`config.mk`:
```
export PLATFORM = sky130hd
export DESIGN_NAME = z80_io_uart
export DESIGN_NICKNAME = d
export VERILOG_FILES = /design/src/rtl/z80_io_pkg.sv /design/src/rtl/z80_io_uart_rx.sv /design/src/rtl/z80_io_uart.sv
export SDC_FILE = /design/constraint.sdc
export NUM_CORES = 1
export LEC_CHECK = 0
export CAP_MARGIN = 10
export CORE_ASPECT_RATIO = 1.1
export CORE_UTILIZATION = 55
export DETAILED_ROUTE_END_ITERATION = 8
export PLACE_DENSITY_LB_ADDON = 0.05
export SETUP_SLACK_MARGIN = 0.5
export SLEW_MARGIN = 40
export SYNTH_ARGS = -nofsm -noshare
export SYNTH_HDL_FRONTEND = slang
export SYNTH_SLANG_ARGS = --single-unit
```
`constraint.sdc`:
```
create_clock -name i_clk -period 2.6 [get_ports i_clk]
set_input_delay 0.65 -clock i_clk [delete_from_list [all_inputs] [get_ports i_clk]]
set_output_delay 0.65 -clock i_clk [all_outputs]
set_load 0.01 [all_outputs]
```
`src/rtl/z80_io_pkg.sv`:
```
// Shared definitions for the NextZ80 I/O-mapped UART: register offsets,
// status bit positions and the serial state machine encodings.
package z80_io_pkg;

  localparam logic [7:0] REG_DATA   = 8'd0;
  localparam logic [7:0] REG_STATUS = 8'd1;

  localparam int ST_RX_READY  = 0;
  localparam int ST_TX_FULL   = 1;
  localparam int ST_OVERRUN   = 2;
  localparam int ST_FRAME_ERR = 3;

  typedef enum logic [1:0] {TX_IDLE, TX_START, TX_DATA, TX_STOP} tx_state_e;
  typedef enum logic [1:0] {RX_IDLE, RX_START, RX_DATA, RX_STOP} rx_state_e;

endpackage

```
`src/rtl/z80_io_uart_rx.sv`:
```
// 8N1 serial receiver: 2-flop synchronizer, mid-bit sampling FSM, one-cycle
// pulses for a good byte or a framing error.
module uart_rx
  import z80_io_pkg::*;
#(
  parameter int CLKS_PER_BIT = 104
) (
  input  logic       clk,
  input  logic       rst_n,
  input  logic       rx,
  output logic [7:0] rx_byte,
  output logic       rx_valid,
  output logic       rx_ferr
);

  localparam logic [15:0] BIT_LAST  = 16'(CLKS_PER_BIT - 1);
  localparam logic [15:0] HALF_LAST = 16'(CLKS_PER_BIT / 2 - 1);

  logic      sync1_q, sync2_q, prev_q;
  rx_state_e state_q, state_d;
  logic [15:0] baud_q, baud_d;
  logic [2:0]  bit_q, bit_d;
  logic [7:0]  shift_q, shift_d;
  logic        valid_q, valid_d;
  logic        ferr_q, ferr_d;

  always_comb begin
    state_d = state_q;
    baud_d  = baud_q;
    bit_d   = bit_q;
    shift_d = shift_q;
    valid_d = 1'b0;
    ferr_d  = 1'b0;
    case (state_q)
      RX_IDLE: begin
        if (prev_q && !sync2_q) begin
          state_d = RX_START;
          baud_d  = '0;
        end
      end
      RX_START: begin
        // Half a bit in: a line that went back high was only a glitch.
        if (baud_q == HALF_LAST) begin
          baud_d  = '0;
          bit_d   = '0;
          state_d = sync2_q ? RX_IDLE : RX_DATA;
        end else begin
          baud_d = baud_q + 16'd1;
        end
      end
      RX_DATA: begin
        if (baud_q == BIT_LAST) begin
          baud_d  = '0;
          shift_d = {sync2_q, shift_q[7:1]};
          bit_d   = bit_q + 3'd1;
          if (bit_q == 3'd7) state_d = RX_STOP;
        end else begin
          baud_d = baud_q + 16'd1;
        end
      end
      RX_STOP: begin
        if (baud_q == BIT_LAST) begin
          baud_d  = '0;
          state_d = RX_IDLE;
          valid_d = sync2_q;
          ferr_d  = !sync2_q;
        end else begin
          baud_d = baud_q + 16'd1;
        end
      end
      default: state_d = RX_IDLE;
    endcase
  end

  always_ff @(posedge clk or negedge rst_n) begin
    if (!rst_n) begin
      sync1_q <= 1'b1;
      sync2_q <= 1'b1;
      prev_q  <= 1'b1;
      state_q <= RX_IDLE;
      baud_q  <= '0;
      bit_q   <= '0;
      shift_q <= '0;
      valid_q <= 1'b0;
      ferr_q  <= 1'b0;
    end else begin
      sync1_q <= rx;
      sync2_q <= sync1_q;
      prev_q  <= sync2_q;
      state_q <= state_d;
      baud_q  <= baud_d;
      bit_q   <= bit_d;
      shift_q <= shift_d;
      valid_q <= valid_d;
      ferr_q  <= ferr_d;
    end
  end

  assign rx_byte  = shift_q;
  assign rx_valid = valid_q;
  assign rx_ferr  = ferr_q;

endmodule

```
`src/rtl/z80_io_uart.sv`:
```
// I/O-mapped 8N1 UART for the NextZ80: data/status ports, one-byte TX hold,
// TX shifter and receive flags.
module z80_io_uart
  import z80_io_pkg::*;
#(
  parameter logic [7:0] BASE_ADDR    = 8'h00,
  parameter int         CLKS_PER_BIT = 104
) (
  input  logic       i_clk,
  input  logic       i_reset,
  input  logic [7:0] i_addr,
  input  logic [7:0] i_data,
  input  logic       i_wr,
  input  logic       i_iorq,
  output logic [7:0] o_data,
  output logic       o_sel,
  input  logic       i_rx,
  output logic       o_tx
);

  localparam logic [7:0]  DATA_ADDR   = BASE_ADDR + REG_DATA;
  localparam logic [7:0]  STATUS_ADDR = BASE_ADDR + REG_STATUS;
  localparam logic [15:0] BIT_LAST    = 16'(CLKS_PER_BIT - 1);

  logic       iorq_q;
  logic       sel_data, sel_status, strobe;
  logic       data_wr_stb, data_rd_stb, status_rd_stb;
  logic [7:0] status_byte;

  logic [7:0] rx_byte;
  logic       rx_valid, rx_ferr;

  tx_state_e   tx_state_q, tx_state_d;
  logic [15:0] tx_baud_q, tx_baud_d;
  logic [2:0]  tx_bit_q, tx_bit_d;
  logic [7:0]  tx_shift_q, tx_shift_d;
  logic        tx_q, tx_d;
  logic [7:0]  hold_q, hold_d;
  logic        hold_full_q, hold_full_d;
  logic        tx_take;

  logic [7:0] rx_buf_q, rx_buf_d;
  logic       rx_ready_q, rx_ready_d;
  logic       overrun_q, overrun_d;
  logic       frame_err_q, frame_err_d;

  uart_rx #(.CLKS_PER_BIT(CLKS_PER_BIT)) u_rx (
    .clk      (i_clk),
    .rst_n    (i_reset),
    .rx       (i_rx),
    .rx_byte  (rx_byte),
    .rx_valid (rx_valid),
    .rx_ferr  (rx_ferr)
  );

  assign sel_data      = i_iorq && (i_addr == DATA_ADDR);
  assign sel_status    = i_iorq && (i_addr == STATUS_ADDR);
  assign strobe        = i_iorq && !iorq_q;
  assign data_wr_stb   = strobe && sel_data && i_wr;
  assign data_rd_stb   = strobe && sel_data && !i_wr;
  assign status_rd_stb = strobe && sel_status && !i_wr;
  assign o_sel         = sel_data || sel_status;
  assign o_tx          = tx_q;

  always_comb begin
    status_byte               = '0;
    status_byte[ST_RX_READY]  = rx_ready_q;
    status_byte[ST_TX_FULL]   = hold_full_q;
    status_byte[ST_OVERRUN]   = overrun_q;
    status_byte[ST_FRAME_ERR] = frame_err_q;
    if (sel_data)        o_data = rx_buf_q;
    else if (sel_status) o_data = status_byte;
    else                 o_data = 8'h00;
  end

  always_comb begin
    tx_state_d  = tx_state_q;
    tx_baud_d   = tx_baud_q;
    tx_bit_d    = tx_bit_q;
    tx_shift_d  = tx_shift_q;
    tx_d        = tx_q;
    hold_d      = hold_q;
    hold_full_d = hold_full_q;
    tx_take     = 1'b0;
    case (tx_state_q)
      TX_IDLE: tx_take = hold_full_q;
      TX_START: begin
        if (tx_baud_q == BIT_LAST) begin
          tx_baud_d  = '0;
          tx_bit_d   = '0;
          tx_state_d = TX_DATA;
          tx_d       = tx_shift_q[0];
          tx_shift_d = {1'b0, tx_shift_q[7:1]};
        end else begin
          tx_baud_d = tx_baud_q + 16'd1;
        end
      end
      TX_DATA: begin
        if (tx_baud_q == BIT_LAST) begin
          tx_baud_d = '0;
          if (tx_bit_q == 3'd7) begin
            tx_state_d = TX_STOP;
            tx_d       = 1'b1;
          end else begin
            tx_bit_d   = tx_bit_q + 3'd1;
            tx_d       = tx_shift_q[0];
            tx_shift_d = {1'b0, tx_shift_q[7:1]};
          end
        end else begin
          tx_baud_d = tx_baud_q + 16'd1;
        end
      end
      TX_STOP: begin
        // A waiting byte starts right after one stop bit, no idle gap.
        if (tx_baud_q == BIT_LAST) begin
          tx_baud_d  = '0;
          tx_state_d = TX_IDLE;
          tx_take    = hold_full_q;
        end else begin
          tx_baud_d = tx_baud_q + 16'd1;
        end
      end
      default: tx_state_d = TX_IDLE;
    endcase

    if (tx_take) begin
      tx_shift_d  = hold_q;
      hold_full_d = 1'b0;
      tx_state_d  = TX_START;
      tx_baud_d   = '0;
      tx_d        = 1'b0;
    end
    if (data_wr_stb && (!hold_full_q || tx_take)) begin
      hold_d      = i_data;
      hold_full_d = 1'b1;
    end
  end

  always_comb begin
    rx_buf_d    = rx_buf_q;
    rx_ready_d  = rx_ready_q;
    overrun_d   = overrun_q;
    frame_err_d = frame_err_q;
    if (data_rd_stb) rx_ready_d = 1'b0;
    if (status_rd_stb) begin
      overrun_d   = 1'b0;
      frame_err_d = 1'b0;
    end
    // A fresh byte beats a simultaneous data read; that read saw the old byte.
    if (rx_valid) begin
      rx_buf_d   = rx_byte;
      rx_ready_d = 1'b1;
      if (rx_ready_q && !data_rd_stb) overrun_d = 1'b1;
    end
    if (rx_ferr) frame_err_d = 1'b1;
  end

  always_ff @(posedge i_clk or negedge i_reset) begin
    if (!i_reset) begin
      iorq_q      <= 1'b0;
      tx_state_q  <= TX_IDLE;
      tx_baud_q   <= '0;
      tx_bit_q    <= '0;
      tx_shift_q  <= '0;
      tx_q        <= 1'b1;
      hold_q      <= '0;
      hold_full_q <= 1'b0;
      rx_buf_q    <= '0;
      rx_ready_q  <= 1'b0;
      overrun_q   <= 1'b0;
      frame_err_q <= 1'b0;
    end else begin
      iorq_q      <= i_iorq;
      tx_state_q  <= tx_state_d;
      tx_baud_q   <= tx_baud_d;
      tx_bit_q    <= tx_bit_d;
      tx_shift_q  <= tx_shift_d;
      tx_q        <= tx_d;
      hold_q      <= hold_d;
      hold_full_q <= hold_full_d;
      rx_buf_q    <= rx_buf_d;
      rx_ready_q  <= rx_ready_d;
      overrun_q   <= overrun_d;
      frame_err_q <= frame_err_d;
    end
  end

endmodule

```
Yosys cells after proc, flatten, opt, wreduce, memory -nomap -nowiden:

Index checks and enable logic that the tools add are counted.

* add/sub/neg operators: 4
* eq/ne operators: 25
* multiplexer cells: 54
* reduce and logical (&&, ||, !) cells: 38

Operators by type and width (number)
* 16-bit two-way mux: 6
* 16-bit one-hot mux with 3 select lines: 1
* 8-bit two-way mux: 5
* 16-bit by 1-bit adder with 16-bit output (second input constant): 2
* 16-bit by 7-bit equality test with 1-bit output (second input constant): 2
* 2-bit two-way mux: 11
* 1-bit two-way mux: 18
* 16-bit by 6-bit equality test with 1-bit output (second input constant): 1
* 8-bit one-hot mux with 2 select lines: 1
* 3-bit two-way mux: 5
* 3-bit inequality test (second input constant): 5
* 3-bit one-hot mux with 2 select lines: 2
* 2-bit nonzero test: 6
* 1-bit logical AND: 11
* 2-bit by 1-bit inequality test with 1-bit output (second input constant): 5
* 5-bit AND reduction: 2
* 2-bit equality test (second input constant): 4
* 8-bit by 1-bit equality test with 1-bit output (second input constant): 1
* 8-bit logical NOT: 1
* 2-bit one-hot mux with 4 select lines: 1
* 4-bit AND reduction: 2
* 3-bit by 1-bit adder with 3-bit output (second input constant): 2
* 3-bit equality test (second input constant): 2
* 2-bit inequality test (second input constant): 3
* 13 further kinds: 22

* bits in registers: 85
* input port bits: 21
* output and inout bits: 10
* word-level logic and storage cells: 142

Logic depth before layout (Yosys ltp):

Gate-level depths: netlist of the first run.

* word-level depth: 8
* depth in mapped cells: 9
* gate-level depth less buffers: 7

By module:

Synthesis of the first run repeated with hierarchy kept, for this count alone.

* cell total of the unflattened synthesis: 410
* area total of the unflattened synthesis: 4375.4 um2

By module, submodules not included
* z80_io_uart: times used 1, cells an instance 251, area each 2642.5 um2, seq. area each 1277.5 um2
* uart_rx: times used 1, cells an instance 159, area each 1732.9 um2, seq. area each 854.6 um2

Least setup slack after synthesis of the first run:

OpenSTA, ideal clock, no wires.

* path kind: in2reg
* from: in i_addr[1]
* to: reg hold_q[0]
* library setup time: 0.125 ns
* data arrival time: 2.217 ns
* required time: 2.475 ns
* setup slack: 0.258 ns
* stages: 5
* buffers on the path: 0
* cells stage by stage: nor4b_1 -> nand2_1 -> or2_2 -> a2111oi_4 -> mux2_2

* cells in the longest elaborated chain, start to end: 5

RTL lines
* start: declaration: line z80_io_uart.sv:11 `input logic [7:0] i_addr,`
* 8-bit logical NOT: line z80_io_uart.sv:56 `assign sel_data = i_iorq && (i_addr == DATA_ADDR);`
* 1-bit logical AND: line z80_io_uart.sv:56
* 1-bit logical AND (2 in series): line z80_io_uart.sv:59 `assign data_wr_stb = strobe && sel_data && i_wr;`
* 1-bit logical AND: line z80_io_uart.sv:133 `if (data_wr_stb && (!hold_full_q || tx_take)) begin`
* end signal: assignment: line z80_io_uart.sv:179 `hold_q <= hold_d;`
* end: declaration: line z80_io_uart.sv:38 `logic [7:0] hold_q, hold_d;`

Every way passes these cells.
A chain may end at the register's enable or synchronous reset.

Worst setup path in the final report of the first run:

* from: reg u_rx.baud_q[15]
* to: reg u_rx.baud_q[2]

* cells in the longest elaborated chain, start to end: 3
* elaborated cells on any way between the ends: 5
* classes of those cells: 2 x eq/ne; 3 x mux

RTL lines
* start: declaration: line z80_io_uart_rx.sv:21 `logic [15:0] baud_q, baud_d;`
* start signal: assignment: line z80_io_uart_rx.sv:91 `baud_q <= baud_d;`
* 16-bit by 7-bit equality test with 1-bit output / 16-bit by 6-bit equality test with 1-bit output (equally long branches): line z80_io_uart_rx.sv:52, z80_io_uart_rx.sv:62, z80_io_uart_rx.sv:43
* 16-bit two-way mux, on equally long branches: line z80_io_uart_rx.sv:52, z80_io_uart_rx.sv:62, z80_io_uart_rx.sv:43
* 16-bit one-hot mux with 3 select lines *: line z80_io_uart_rx.sv:34 `case (state_q)`

Mark *: on every way between the ends. The rest lies on a longest branch, timed or not.

==> metrics, run 1 <==
worst slew pin tran 0.4777 ns; Mapped Area about 0.0043 mm²; antenna-violating nets left 0; cell with the most instances after synthesis dfrtp_1; status completed; critical path launch point type register; # rows 33; cts hold-fix bufs 0; critical path peak fanout 6; Synth area leader dfrtp_1; post-synthesis register bit count between 80 and 90; top_reg_cell synth dfrtp_1; Horiz. Die Dim 86.29 µm; RSZ-0062 raised after global routing true; Initial Utilization around 57%; GRT met3 Usage ~4.6%; Slowest cell on crit path or4_4; worst endpoint required time around 2.8 ns; GRT overflow 0; total number of vias ~3300; Max VDD drop about 0.51 mV; TritonCTS clock tree done; Slew Limit Headroom roughly two thirds; first-pass GRT wire length roughly 15 mm; max-cap viol count 0; Unique masters post-synth 54; top cells by count, synth dfrtp_1 (81), nand2_1 (43), nor2_1 (27); First-pass DRT Iterations 4; post-synthesis cell count between 400 and 500; Arr. time, crit path around 2.5 ns; Num CTS Buffers 9; Clock Sink Count 85; Final Util about three quarters; worst min path class input pin to async pin; fraction of registers with async set/reset between 90% and 100%; min Tclk post-route 2.284 ns; drt wl/cell ~16 µm; clock latency on the worst-skew pair 0.35 ns; HPWL after detailed placement between 5 and 6 mm; Setup Crit Path Kind register to register; Die H approximately 95 µm; GR Util All Layers between 20% and 30%; total power between 3 and 4 mW; FILL cells 525; DP Worst Slack -0.4086 ns; diode count 0; Pleak 2.484 nW; Die Footprint 0.008172 mm²; port buffer count 30; Crit. Startpoint u_rx.baud_q[15]; Ports 31; M1 GR Usage a little under a third; sequential share of the synthesized area about 50%; Reg-to-Reg Start u_rx.baud_q[15]; leading post-synthesis cells by cell area dfrtp_1 (47%), mux2_2 (6.3%), ha_1 (4.4%); DR vias/cell about 5.7; GPL Wtd Cong 0.7846; syn nets around 440; initial antenna violation count 0; layout cells sized above 1 between 30% and 40%; clock-pin slew on the worst setup and hold paths ~0.090 ns; largest net degree at the start of global routing 52; final cell count without fillers just under 600; DRC 0; Crit. End Element register; Synth top area share about 47%; Final Skew approximately 0.011 ns; Core Footprint ~0.0075 mm²; final hold viol count 0; CP max stage delay ~0.6 ns; Final Max Slew Viols 0; crit path cell chain or4_4 > o41ai_4 > buf_4 > o22ai_4 > buf_6 > buf_8 > nand3b_1 > nand3_1; Inst Count DP ~550; setup violators final 0; total number of H-tree levels 3; drt total wl around 9.2 mm; Synth Area per Inst 10.53 µm²; number of global-route vias before repair ~3300; drt initial violations 105; Area Growth Syn to Fin 29.49%; PD cells between 600 and 700 mW/mm²; CTS root buf clkbuf_8; final setup margin roughly 0.32 ns; period utilisation layout between 80% and 90%; Max Freq 437.9 MHz; GRT Max-Usage Layer met2; fin nets about 500; count of warnings emitted by yosys 0; met2 usage about two fifths; CTS Buffer Depth 2; Post-synth EDFFs 0
[stage by stage]
step | TNS (ns) | cell area, µm² | hold WS, ns
final | 0 | 5565 | 0.2330
after global routing | 0 | 5565 | 0.2499
after CTS | 0 | 5355 | 0.2358
after detailed placement | -4.765 | 4875 | 0.3533
after global placement | -4.486 | 4875 | 0.3476
after floorplan | 0 | 4367 | 0.3452
[cells by family after synthesis]
family / share of synthesized area [%]
buf+inv: 2.795
simple gates: 19.07
mux: 9.549
fa+ha+maj: 4.367
xor+xnor: 2.853
compound gates: 11.76
flops: 49.61
[worst paths after layout]
| path | end | slack (ns) | depth (start not counted) |
|---|---|---|---|
| worst max-delay path | u_rx.baud_q[2] | 0.32 | 8 |
| worst min-delay path | overrun_q | 0.23 | 1 |
| worst max register to register | u_rx.baud_q[2] | 0.32 | 8 |
| worst min register to register | u_rx.sync2_q | 0.36 | 0 |
| max in group asynchronous | o_tx | 1.69 | 2 |
| min in group i_clk | u_rx.sync2_q | 0.36 | 0 |
[cells in the final DEF, fill, tap and decap left out, types with 13 or more instances in the layout]
cell type / n
dfrtp_1: 77
nand2_1: 37
buf_4: 28
nor2_1: 22
buf_6: 19
nand3_1: 15
mux2_2: 15
inv_1: 13
mux2i_1: 13
nor3_1: 13
[critical path, delay by kind of cell (launching register included)]
| kind | cells | cell delay (ns) |
|---|---|---|
| flip-flops | 1 | 0.41 |
| buffers and inverters | 3 | 0.47 |
| AO/OA/AOI/OAI | 2 | 0.55 |
| AND/OR/NAND/NOR | 3 | 0.74 |
[timing repair]
action	CTS	global route
buffers inserted	15	7
cloned	3	0
resized for setup	113	38
pin swaps	25	14
setup endpoints to repair	42	57
[per-layer routing]
layer,part of all wire (%),routed length (µm)
met1,44,4083
met2,51,4678
met3,3.3,300
met4,1.7,155
met5,0,0
[power by group]
group / switching, mW / internal, mW
logic: 0.607 / 0.521
clock network: 0.480 / 0.669
registers: 0.0679 / 1.37
[registers in the layout (all words and copies together), names as in the netlist, 2 cells and up, named ones only]
register,flops
tx_baud_q,16
u_rx.baud_q,16
hold_q,8
rx_buf_q,8
tx_shift_q,8
u_rx.rx_byte,8
tx_bit_q,3
u_rx.bit_q,3
tx_state_q,2
[layout make-up]
type	count	area (µm²)	share of cell area, %
multi-input cells	295	2346	42.15
flip-flops and latches	85	2137	38.40
repair buffers	72	648.1	11.65
clock buffers	11	141.4	2.540
well taps	105	131.4	2.361
clock inverters	5	106.4	1.911
inverters	14	55.05	0.9892
(Power assumes the default switching activity.)
==> inputs of run 2 (changes only) <==
--- a/config.mk
+++ b/config.mk
@@ -7,7 +7,7 @@
 export LEC_CHECK = 0
 export CAP_MARGIN = 10
 export CORE_ASPECT_RATIO = 1.1
-export CORE_UTILIZATION = 55
+export CORE_UTILIZATION = 40
 export DETAILED_ROUTE_END_ITERATION = 8
 export PLACE_DENSITY_LB_ADDON = 0.05
 export SETUP_SLACK_MARGIN = 0.5
@@ -15,3 +15,4 @@
 export SYNTH_ARGS = -nofsm -noshare
 export SYNTH_HDL_FRONTEND = slang
 export SYNTH_SLANG_ARGS = --single-unit
+export TNS_END_PERCENT = 20
==> metrics, run 2 (same netlist as run 1, synthesis figures left out) <==
status completed; DR vias/cell 5.245; CTS root buf clkbuf_16; total number of vias 3215; final setup margin ~0.33 ns; fin nets 501; Post-Place Cell Area about 0.0050 mm²; drt total wl 9.095 mm; port buffer count 30; final cell count without fillers 613; Slew Limit Headroom 66.07%; GR Util All Layers 17.69%; critical path peak fanout 2; worst slew pin tran about 0.51 ns; top flop regs tx_baud_q x16, u_rx.baud_q x16; Clock Sink Count 85; Horiz. Die Dim approximately 100 µm; Setup Crit Path Kind input pin to primary output; number of global-route vias before repair approximately 3100; diode count 0; FILL cells a little under 1000; CP max stage delay ~0.27 ns; critical path launch point type input pin; area taken by multi-input logic gates between 0.002 and 0.0025 mm²; Arr. time, crit path 1.62 ns; first-pass GRT wire length approximately 15 mm; Area Growth Syn to Fin 25.62%; Max Freq ~440 MHz; initial antenna violation count 0; worst min path class input pin to async pin; max-cap viol count 0; Final Max Slew Viols 0; clock-pin slew on the worst setup and hold paths about 0.06 ns; PD cells approximately 660 mW/mm²; Crit. End Element primary output; register area around 0.0021 mm²; Core Footprint 0.01044 mm²; largest net degree at the start of global routing between 60 and 70; CTS Buffer Depth 2; commonest non-fill, non-tap cells in the layout dfrtp_1 (81), nand2_1 (41), buf_4 (23), nor2_1 (22); drt initial violations 84; DP Worst Slack -0.4946 ns; Slowest cell on crit path nor4b_4; fin area around 0.0054 mm²; antenna-violating nets left 0; Die Footprint about 0.011 mm²; TritonCTS clock tree done; cts hold-fix bufs 0; crit path cell chain buf_6 > nor4b_4 > nand2_2 > buf_6 > buf_6 > buf_6 > inv_2 > buf_6; drt wl/cell around 15 µm; Ports 31; DRC 0; clock latency on the worst-skew pair between 0.3 and 0.4 ns; period utilisation layout between 80 and 90%; # rows 39; min Tclk post-route 2.275 ns; GPL Wtd Cong about 0.73; Inst Count DP roughly 600; worst endpoint required time 1.95 ns; total number of H-tree levels 3; most frequent CP cell buf_6; GRT overflow 0; most common cell after layout, fill and taps aside dfrtp_1; total power approximately 3.5 mW; Max VDD drop between 0.3 and 0.4 mV; R2R setup slack between 0.3 and 0.4 ns; Final Skew between 0.005 and 0.006 ns; RSZ-0062 raised after global routing true; HPWL after detailed placement ~6 mm; Initial Utilization approximately two fifths; layout cells sized above 1 around a quarter; Num CTS Buffers 9; Die H 110.7 µm; setup violators final 0; First-pass DRT Iterations 5; Final Util 51.70%; Pleak between 2 and 2.5 nW; final hold viol count 0
-- run 2: area by class of cell --
cell class	count	share of cell area, %
Tap cell	143	3.314
Clock inverter	4	0.8343
Timing Repair Buffer	61	10.31
Sequential cell	85	39.49
Clock buffer	12	4.936
Inverter	14	0.9733
Multi-Input combinational cell	294	40.14
-- run 2: timing repair --
action                                  in CTS  in global routing
pin swaps                                   11                  3
resized for setup                           94                 10
buffers inserted                             4                  4
endpoints found under the setup margin      49                 60
cloned                                       0                  0
-- run 2: power breakdown --
| part | internal (mW) | switching (mW) |
|---|---|---|
| Combinational | 0.337 | 0.445 |
| Clock | 0.817 | 0.512 |
| Sequential | 1.37 | 0.0579 |
-- run 2: critical path: cells and delay by family --
kind / cells / cell delay [ns]
simple gates: 2 / 0.39
buf+inv: 6 / 0.59
-- run 2: path summary, 6_finish.rpt --
path,from,end,cells after the start
max,i_addr[2],o_sel,8
min,i_reset,tx_baud_q[8],1
max reg2reg,tx_baud_q[0],hold_q[5],7
min reg2reg,u_rx.sync1_q,u_rx.sync2_q,0
max in group asynchronous,i_reset,u_rx.sync1_q,2
min in group i_clk,u_rx.sync1_q,u_rx.sync2_q,0
-- run 2: through the flow --
stage	hold WS, ns	setup TNS (ns)
4_1_cts	0.1749	0
2_1_floorplan	0.3452	0
3_5_place_dp	0.3496	-4.847
6_report	0.1728	0
5_1_grt	0.1888	0
3_3_place_gp	0.3477	-4.412
-- run 2: per-layer routing --
layer  up-vias  part of all wire (%)  global-route usage, %
met1      1579                    47                  23.15
met3        11                   1.8                  2.648
li1       1586                     -                      -
met2        39                    49                  28.72
met5         -                     0                      0
met4         0                   1.9                  8.116
==> inputs of run 3 (changes only) <==
--- a/config.mk
+++ b/config.mk
@@ -9,6 +9,7 @@
 export CORE_ASPECT_RATIO = 1.1
 export CORE_UTILIZATION = 40
 export DETAILED_ROUTE_END_ITERATION = 8
+export GPL_ROUTABILITY_DRIVEN = 0
 export PLACE_DENSITY_LB_ADDON = 0.05
 export SETUP_SLACK_MARGIN = 0.5
 export SLEW_MARGIN = 40
==> results of run 3 <==
No change in the layout: final DEF, timing and power equal those of run 2.
